$ cat config.mk
export PLATFORM = sky130hd
export DESIGN_NAME = hex8_disp_sched
export DESIGN_NICKNAME = d
export VERILOG_FILES = /design/src/rtl/hex8_sched_pkg.sv /design/src/rtl/rr_pick4.sv /design/src/rtl/hex8_disp_sched.sv
export SDC_FILE = /design/constraint.sdc
export NUM_CORES = 1
export LEC_CHECK = 0
export ABC_CLOCK_PERIOD_IN_PS = 2000
export CORE_MARGIN = 1.5
export CORE_UTILIZATION = 36
export CTS_CLUSTER_SIZE = 28
export DETAILED_ROUTE_END_ITERATION = 16
export GPL_ROUTABILITY_DRIVEN = 0
export PLACE_DENSITY = 0.71
export SKIP_CTS_REPAIR_TIMING = 1
export SYNTH_ARGS = -nofsm -noshare
export SYNTH_HDL_FRONTEND = slang
export SYNTH_SLANG_ARGS = --single-unit
$ cat constraint.sdc
create_clock -name Clk -period 2 [get_ports Clk]
set_input_delay 0.4 -clock Clk [delete_from_list [all_inputs] [get_ports Clk]]
set_output_delay 0.4 -clock Clk [all_outputs]
set_load 0.01 [all_outputs]
$ cat src/rtl/hex8_sched_pkg.sv
// Shared types and constants for the hex8 display scheduler.
// Frame width, source count and the FSM state encoding live here.
package hex8_sched_pkg;

    localparam int NUM_SRC = 4;
    localparam int SRC_W   = 2;
    localparam int FRAME_W = 32;

    localparam logic [FRAME_W-1:0] RST_FRAME = 32'h0000_0000;

    typedef enum logic [0:0] {
        IDLE = 1'b0,
        HOLD = 1'b1
    } state_e;

    // One-hot Ack vector for a given source index.
    function automatic logic [NUM_SRC-1:0] src_onehot(input logic [SRC_W-1:0] src);
        return {{(NUM_SRC-1){1'b0}}, 1'b1} << src;
    endfunction

endpackage

$ cat src/rtl/rr_pick4.sv
// Combinational round-robin picker for four requesters.
// Searches last+1, last+2, ... modulo 4, so a lone last requester wins again.
module rr_pick4
    import hex8_sched_pkg::*;
(
    input  logic [NUM_SRC-1:0] req_i,
    input  logic [SRC_W-1:0]   last_i,
    output logic               any_o,
    output logic [SRC_W-1:0]   winner_o
);

    logic             found_s;
    logic [SRC_W-1:0] cand_s;

    // First set request bit in rotated order starting after last_i.
    always_comb begin
        any_o    = |req_i;
        winner_o = last_i;
        found_s  = 1'b0;
        cand_s   = last_i;
        for (int k = 1; k <= NUM_SRC; k++) begin
            cand_s = last_i + SRC_W'(k);
            if (!found_s && req_i[cand_s]) begin
                winner_o = cand_s;
                found_s  = 1'b1;
            end else begin
                found_s  = found_s;
            end
        end
    end

endmodule

$ cat src/rtl/hex8_disp_sched.sv
// Round-robin scheduler sharing one 8-digit hex display between four frame sources.
// A granted frame dwells DWELL_CYC cycles; expiry with pending requests reloads directly.
module hex8_disp_sched
    import hex8_sched_pkg::*;
#(
    parameter int DWELL_CYC = 50_000_000
) (
    input  logic                         Clk,
    input  logic                         Reset_n,
    input  logic [NUM_SRC-1:0]           Req,
    input  logic [NUM_SRC*FRAME_W-1:0]   Req_data,
    output logic [NUM_SRC-1:0]           Ack,
    output logic [FRAME_W-1:0]           Disp_data,
    output logic [SRC_W-1:0]             Cur_src,
    output logic                         Frame_stb,
    output logic                         Busy
);

    localparam int               CNT_W   = $clog2(DWELL_CYC);
    localparam logic [CNT_W-1:0] CNT_MAX = CNT_W'(DWELL_CYC - 1);

    state_e               state_q, state_d;
    logic [CNT_W-1:0]     cnt_q, cnt_d;
    logic [SRC_W-1:0]     last_q, last_d;
    logic [FRAME_W-1:0]   disp_q, disp_d;
    logic [SRC_W-1:0]     cur_q, cur_d;
    logic [NUM_SRC-1:0]   ack_q, ack_d;
    logic                 stb_q, stb_d;
    logic                 busy_q, busy_d;

    logic                 any_s;
    logic [SRC_W-1:0]     win_s;
    logic                 load_s;

    rr_pick4 u_pick (
        .req_i    (Req),
        .last_i   (last_q),
        .any_o    (any_s),
        .winner_o (win_s)
    );

    // Next-state: grant from IDLE or at dwell expiry, otherwise count the dwell.
    always_comb begin
        state_d = state_q;
        cnt_d   = cnt_q;
        last_d  = last_q;
        disp_d  = disp_q;
        cur_d   = cur_q;
        ack_d   = {NUM_SRC{1'b0}};
        load_s  = 1'b0;

        case (state_q)
            IDLE: begin
                if (any_s) begin
                    load_s = 1'b1;
                end else begin
                    state_d = IDLE;
                end
            end
            HOLD: begin
                if (cnt_q == CNT_MAX) begin
                    if (any_s) begin
                        load_s = 1'b1;
                    end else begin
                        state_d = IDLE;
                        cnt_d   = {CNT_W{1'b0}};
                    end
                end else begin
                    cnt_d = cnt_q + CNT_W'(1);
                end
            end
            default: begin
                state_d = IDLE;
                cnt_d   = {CNT_W{1'b0}};
            end
        endcase

        if (load_s) begin
            state_d = HOLD;
            cnt_d   = {CNT_W{1'b0}};
            last_d  = win_s;
            cur_d   = win_s;
            disp_d  = Req_data[FRAME_W*win_s +: FRAME_W];
            ack_d   = src_onehot(win_s);
        end else begin
            ack_d   = {NUM_SRC{1'b0}};
        end

        stb_d  = |ack_d;
        busy_d = (state_d == HOLD);
    end

    // State, counter and registered outputs.
    always_ff @(posedge Clk or negedge Reset_n) begin
        if (!Reset_n) begin
            state_q <= IDLE;
            cnt_q   <= {CNT_W{1'b0}};
            last_q  <= SRC_W'(NUM_SRC - 1);
            disp_q  <= RST_FRAME;
            cur_q   <= {SRC_W{1'b0}};
            ack_q   <= {NUM_SRC{1'b0}};
            stb_q   <= 1'b0;
            busy_q  <= 1'b0;
        end else begin
            state_q <= state_d;
            cnt_q   <= cnt_d;
            last_q  <= last_d;
            disp_q  <= disp_d;
            cur_q   <= cur_d;
            ack_q   <= ack_d;
            stb_q   <= stb_d;
            busy_q  <= busy_d;
        end
    end

    assign Ack       = ack_q;
    assign Disp_data = disp_q;
    assign Cur_src   = cur_q;
    assign Frame_stb = stb_q;
    assign Busy      = busy_q;

endmodule

==> impl_metrics.prom <==
# TYPE chip_impl_metric gauge
chip_impl_metric{name="setup-tns-final",unit="ps"} -3860
chip_impl_metric{name="die_wd",unit="um"} 113
chip_impl_metric{name="detailroute.via_count",unit=""} 4770
chip_impl_metric{name="postSynthCellCount",unit=""} 482
chip_impl_metric{name="min_period_over_period",unit=""} 1.08
chip_impl_info{name="top_layer_reached_by_signal_wires",value="met4"} 1
chip_impl_info{name="violations",value="setup timing"} 1
chip_impl_metric{name="cp_data_arrival_time",unit="ps"} 2390
chip_impl_info{name="clock_tree.root_cell",value="sky130_fd_sc_hd__clkbuf_16"} 1
chip_impl_metric{name="detail_route.wirelength.met1",unit="um"} 5890
chip_impl_metric{name="hold_violations",unit=""} 0
chip_impl_metric{name="critPathMaxFanout",unit=""} 3
chip_impl_metric{name="finalWorstPathRequiredPeriod",unit="ps"} 2170
chip_impl_metric{name="cts.path.max_buffers",unit=""} 2
chip_impl_metric{name="drtIter0Drc",unit=""} 344
chip_impl_metric{name="met2_wirelength",unit="um"} 7910
chip_impl_metric{name="timing_max_transition_violations_final",unit=""} 0
chip_impl_metric{name="routed-wl-met3",unit="um"} 1210
chip_impl_info{name="master_of_the_slowest_instance_on_the_critical_path",value="sky130_fd_sc_hd__or4b_4"} 1
chip_impl_metric{name="tritoncts_buffer_count",unit=""} 9
chip_impl_metric{name="place_hpwl",unit="um"} 10900
chip_impl_metric{name="yosysUniqueCellTypes",unit=""} 45
chip_impl_metric{name="syn-cell-area",unit="sq um"} 4340
chip_impl_metric{name="std_cell_rows",unit=""} 39
chip_impl_metric{name="grt_max_degree",unit=""} 66
chip_impl_metric{name="worst_setup_hold_path_clk_slew",unit="ps"} 50
chip_impl_metric{name="total_nets_after_synthesis",unit=""} 617
chip_impl_metric{name="buffer_ports.inserted",unit=""} 173
chip_impl_metric{name="chipHeight",unit="um"} 113
chip_impl_metric{name="floorplan.core_area",unit="sq um"} 11600
chip_impl_metric{name="cts_num_sinks",unit=""} 68
chip_impl_metric{name="io_pins",unit=""} 174
chip_impl_metric{name="critPathMaxStageDelay",unit="ps"} 560
chip_impl_metric{name="synthToLayoutAreaGrowth",unit="%"} 62.3
chip_impl_metric{name="vias_per_cell",unit=""} 5.87
chip_impl_metric{name="final-setup-viol-count",unit=""} 40
chip_impl_metric{name="postSynthRegisterBits",unit=""} 68
chip_impl_metric{name="hold_ws",unit="ps"} 26.1
chip_impl_metric{name="clock_skew",unit="ps"} 7.74
chip_impl_metric{name="worst_pin_slew",unit="ps"} 489
chip_impl_info{name="critPathKind",value="flip-flop to flip-flop"} 1
chip_impl_metric{name="detail_route.wl_per_cell",unit="um"} 18.9
chip_impl_metric{name="vdd_ir_drop_max",unit="mV"} 0.381
chip_impl_metric{name="drcViolationCount",unit=""} 0
chip_impl_metric{name="die-area",unit="sq um"} 12700
chip_impl_metric{name="drive_gt1_frac",unit=""} 0.169
chip_impl_metric{name="power.density_cell_area",unit="nW/um^2"} 617
chip_impl_metric{name="grt_use_total",unit=""} 0.241
chip_impl_metric{name="antenna_violations_before_repair",unit=""} 0
chip_impl_info{name="timing.hold.worst.class",value="input port to async pin"} 1
chip_impl_metric{name="synth-warning-count",unit=""} 0
chip_impl_metric{name="synth_async_sr_flop_share",unit=""} 1.00
chip_impl_metric{name="detail_route.wirelength",unit="um"} 15400
chip_impl_metric{name="dp.cells",unit=""} 795
chip_impl_info{name="setup.worst_path.start_class",value="flip-flop"} 1
chip_impl_metric{name="final_critical_path_setup_slack",unit="ps"} -168
chip_impl_metric{name="timing.max_cap.violations",unit=""} 0
chip_impl_info{name="setup.worst_path.end_class",value="flip-flop"} 1
chip_impl_metric{name="layout.filler_cells",unit=""} 971
chip_impl_metric{name="max_clock_freq",unit="MHz"} 461
chip_impl_metric{name="synth_edf_count",unit=""} 0
chip_impl_metric{name="final_cells",unit=""} 812
chip_impl_metric{name="start_util",unit=""} 0.375
chip_impl_metric{name="dpl_worst_slack",unit="ps"} -406
chip_impl_metric{name="clkLatencyLatePin",unit="ps"} 340
chip_impl_metric{name="antenna_violating_nets_post_route",unit=""} 0
chip_impl_metric{name="grt_pass1_vias",unit=""} 4940
chip_impl_info{name="cts_tree",value="built"} 1
chip_impl_metric{name="design.final.nets",unit=""} 799
chip_impl_metric{name="ant_diodes",unit=""} 0
chip_impl_metric{name="htree_num_levels",unit=""} 3
chip_impl_info{name="synth_top_flop_cell",value="sky130_fd_sc_hd__dfrtp_1"} 1
chip_impl_info{name="rsz0062_at_grt",value="yes"} 1
chip_impl_metric{name="worst_ep_required_time",unit="ps"} 2220
chip_impl_metric{name="syn-mean-instance-area",unit="sq um"} 9.00
chip_impl_metric{name="gr-total-overflow",unit=""} 0
chip_impl_metric{name="wire_length_of_the_first_global_routing_pass",unit="um"} 24300
chip_impl_metric{name="sequential_share_of_the_synthesized_area",unit=""} 0.393
chip_impl_info{name="run_status",value="complete, but fails checks"} 1
chip_impl_metric{name="drt-pass1-iter-count",unit=""} 6
chip_impl_metric{name="timing.max_slew.rel_slack",unit=""} 0.674
chip_impl_info{name="worstPathCellList",value="or4b_4 > nor4_4 > a31oi_2 > or2_4 > inv_1 > mux2_2"} 1
chip_impl_metric{name="leakage",unit="uW"} 0.00270
==> flip-flops by register name (all words and copies together), names as in the netlist <==
name,cells
Disp_data,32
Frame_stb,1
cnt_q,26
Busy,1
Cur_src,2
last_q,2
Ack,4
==> worst max-delay path: cells and delay by family, from the launching register on <==
kind | cells | cell delay [ps]
flops | 1 | 370
mux | 1 | 330
compound gates | 1 | 150
simple gates | 3 | 1100
buf+inv | 1 | 110
==> layout make-up <==
type | count | area, sq um | area share
Clock buffer | 12 | 256 | 0.0364
Inverter | 3 | 11.3 | 0.00160
Timing Repair Buffer | 219 | 2220 | 0.315
Multi-Input combinational cell | 363 | 2630 | 0.373
Clock inverter | 4 | 47.5 | 0.00675
Sequential cell | 68 | 1700 | 0.242
Tap cell | 143 | 179 | 0.0254
==> synthesized netlist by cell type, drive strengths merged (2+ instances only) <==
| cell type | instances | area (sq um) |
|---|---|---|
| nor3 | 8 | 40.0 |
| dfstp | 2 | 52.6 |
| xnor2 | 16 | 140 |
| nand3b | 2 | 15.0 |
| mux2 | 2 | 22.5 |
| nor2 | 5 | 18.8 |
| dfrtp | 66 | 1650 |
| nor4 | 4 | 40.0 |
| and3 | 10 | 62.6 |
| buf | 4 | 37.5 |
| clkbuf | 44 | 165 |
| nand2 | 33 | 124 |
| inv | 3 | 11.3 |
| a21o | 2 | 15.0 |
| or2 | 3 | 18.8 |
| xor2 | 6 | 52.6 |
| nand3 | 22 | 110 |
| o211ai | 2 | 15.0 |
| a221oi | 64 | 561 |
| o31ai | 32 | 240 |
| o22ai | 7 | 43.8 |
| nand4 | 6 | 37.5 |
| o21ai | 49 | 245 |
| and2 | 68 | 425 |
| nand2b | 2 | 12.5 |
| and4 | 3 | 26.3 |
| a31o | 3 | 26.3 |
==> where the power goes <==
group / internal (uW) / total (uW) / switching, uW
registers: 1470 / 1530 / 60.5
clock network: 1030 / 1630 / 598
logic: 656 / 1190 / 533
total: 3150 / 4340 / 1190
==> layer usage <==
| metal | up-vias | GRT usage |
|---|---|---|
| met2 | 220 | 0.425 |
| met4 | 0 | 0.0928 |
| met3 | 38 | 0.0686 |
| met1 | 2311 | 0.277 |
| met5 | - | 0 |
| li1 | 2201 | - |
==> worst paths after layout <==
path | start | end | slack [ps] | cells after the start
setup / recovery | cnt_q[8] | Cur_src[0] | -170 | 6
hold / removal | Reset_n | Ack[3] | 30 | 1
setup reg to reg | cnt_q[8] | Cur_src[0] | -170 | 6
hold reg to reg | Disp_data[4] | Disp_data[4] | 520 | 2
max in group asynchronous | Reset_n | Ack[1] | 1410 | 2
min in group Clk | Disp_data[4] | Disp_data[4] | 520 | 2
==> per-stage QoR <==
stage | util | instance area, sq um | total power [uW]
final | 0.609 | 7040 | 4340
after floorplan | - | 4350 | 2000
after detailed placement | 0.565 | 6530 | 2660
after global routing | 0.609 | 7040 | 4510
after global placement | 0.565 | 6530 | 2640
after CTS | 0.591 | 6830 | 4300
==> placed cells by master (no fill, tap or decap), drive strengths merged, types with 6 or more instances in the layout <==
| cell type | Yosys | final |
|---|---|---|
| clkdlybuf4s50 | 0 | 172 |
| and2 | 68 | 68 |
| dfrtp | 66 | 66 |
| a221oi | 64 | 64 |
| o21ai | 49 | 49 |
| buf | 4 | 46 |
| nand2 | 33 | 33 |
| o31ai | 32 | 32 |
| nand3 | 22 | 22 |
| xnor2 | 16 | 16 |
| clkbuf | 44 | 13 |
| and3 | 10 | 10 |
| nor3 | 8 | 8 |
| o22ai | 7 | 7 |
| nand4 | 6 | 6 |
| xor2 | 6 | 6 |
==> cell families after synthesis <==
family / count (synthesis) / share of synthesized area
flip-flops: 68 / 0.393
adder cells (fa/ha/maj): 1 / 0.00288
AO/OA/AOI/OAI: 163 / 0.272
buffers and inverters: 51 / 0.0493
AND/OR/NAND/NOR: 174 / 0.231
XOR/XNOR: 22 / 0.0444
multiplexers: 3 / 0.00750
Power figures use the tool's default switching activity.
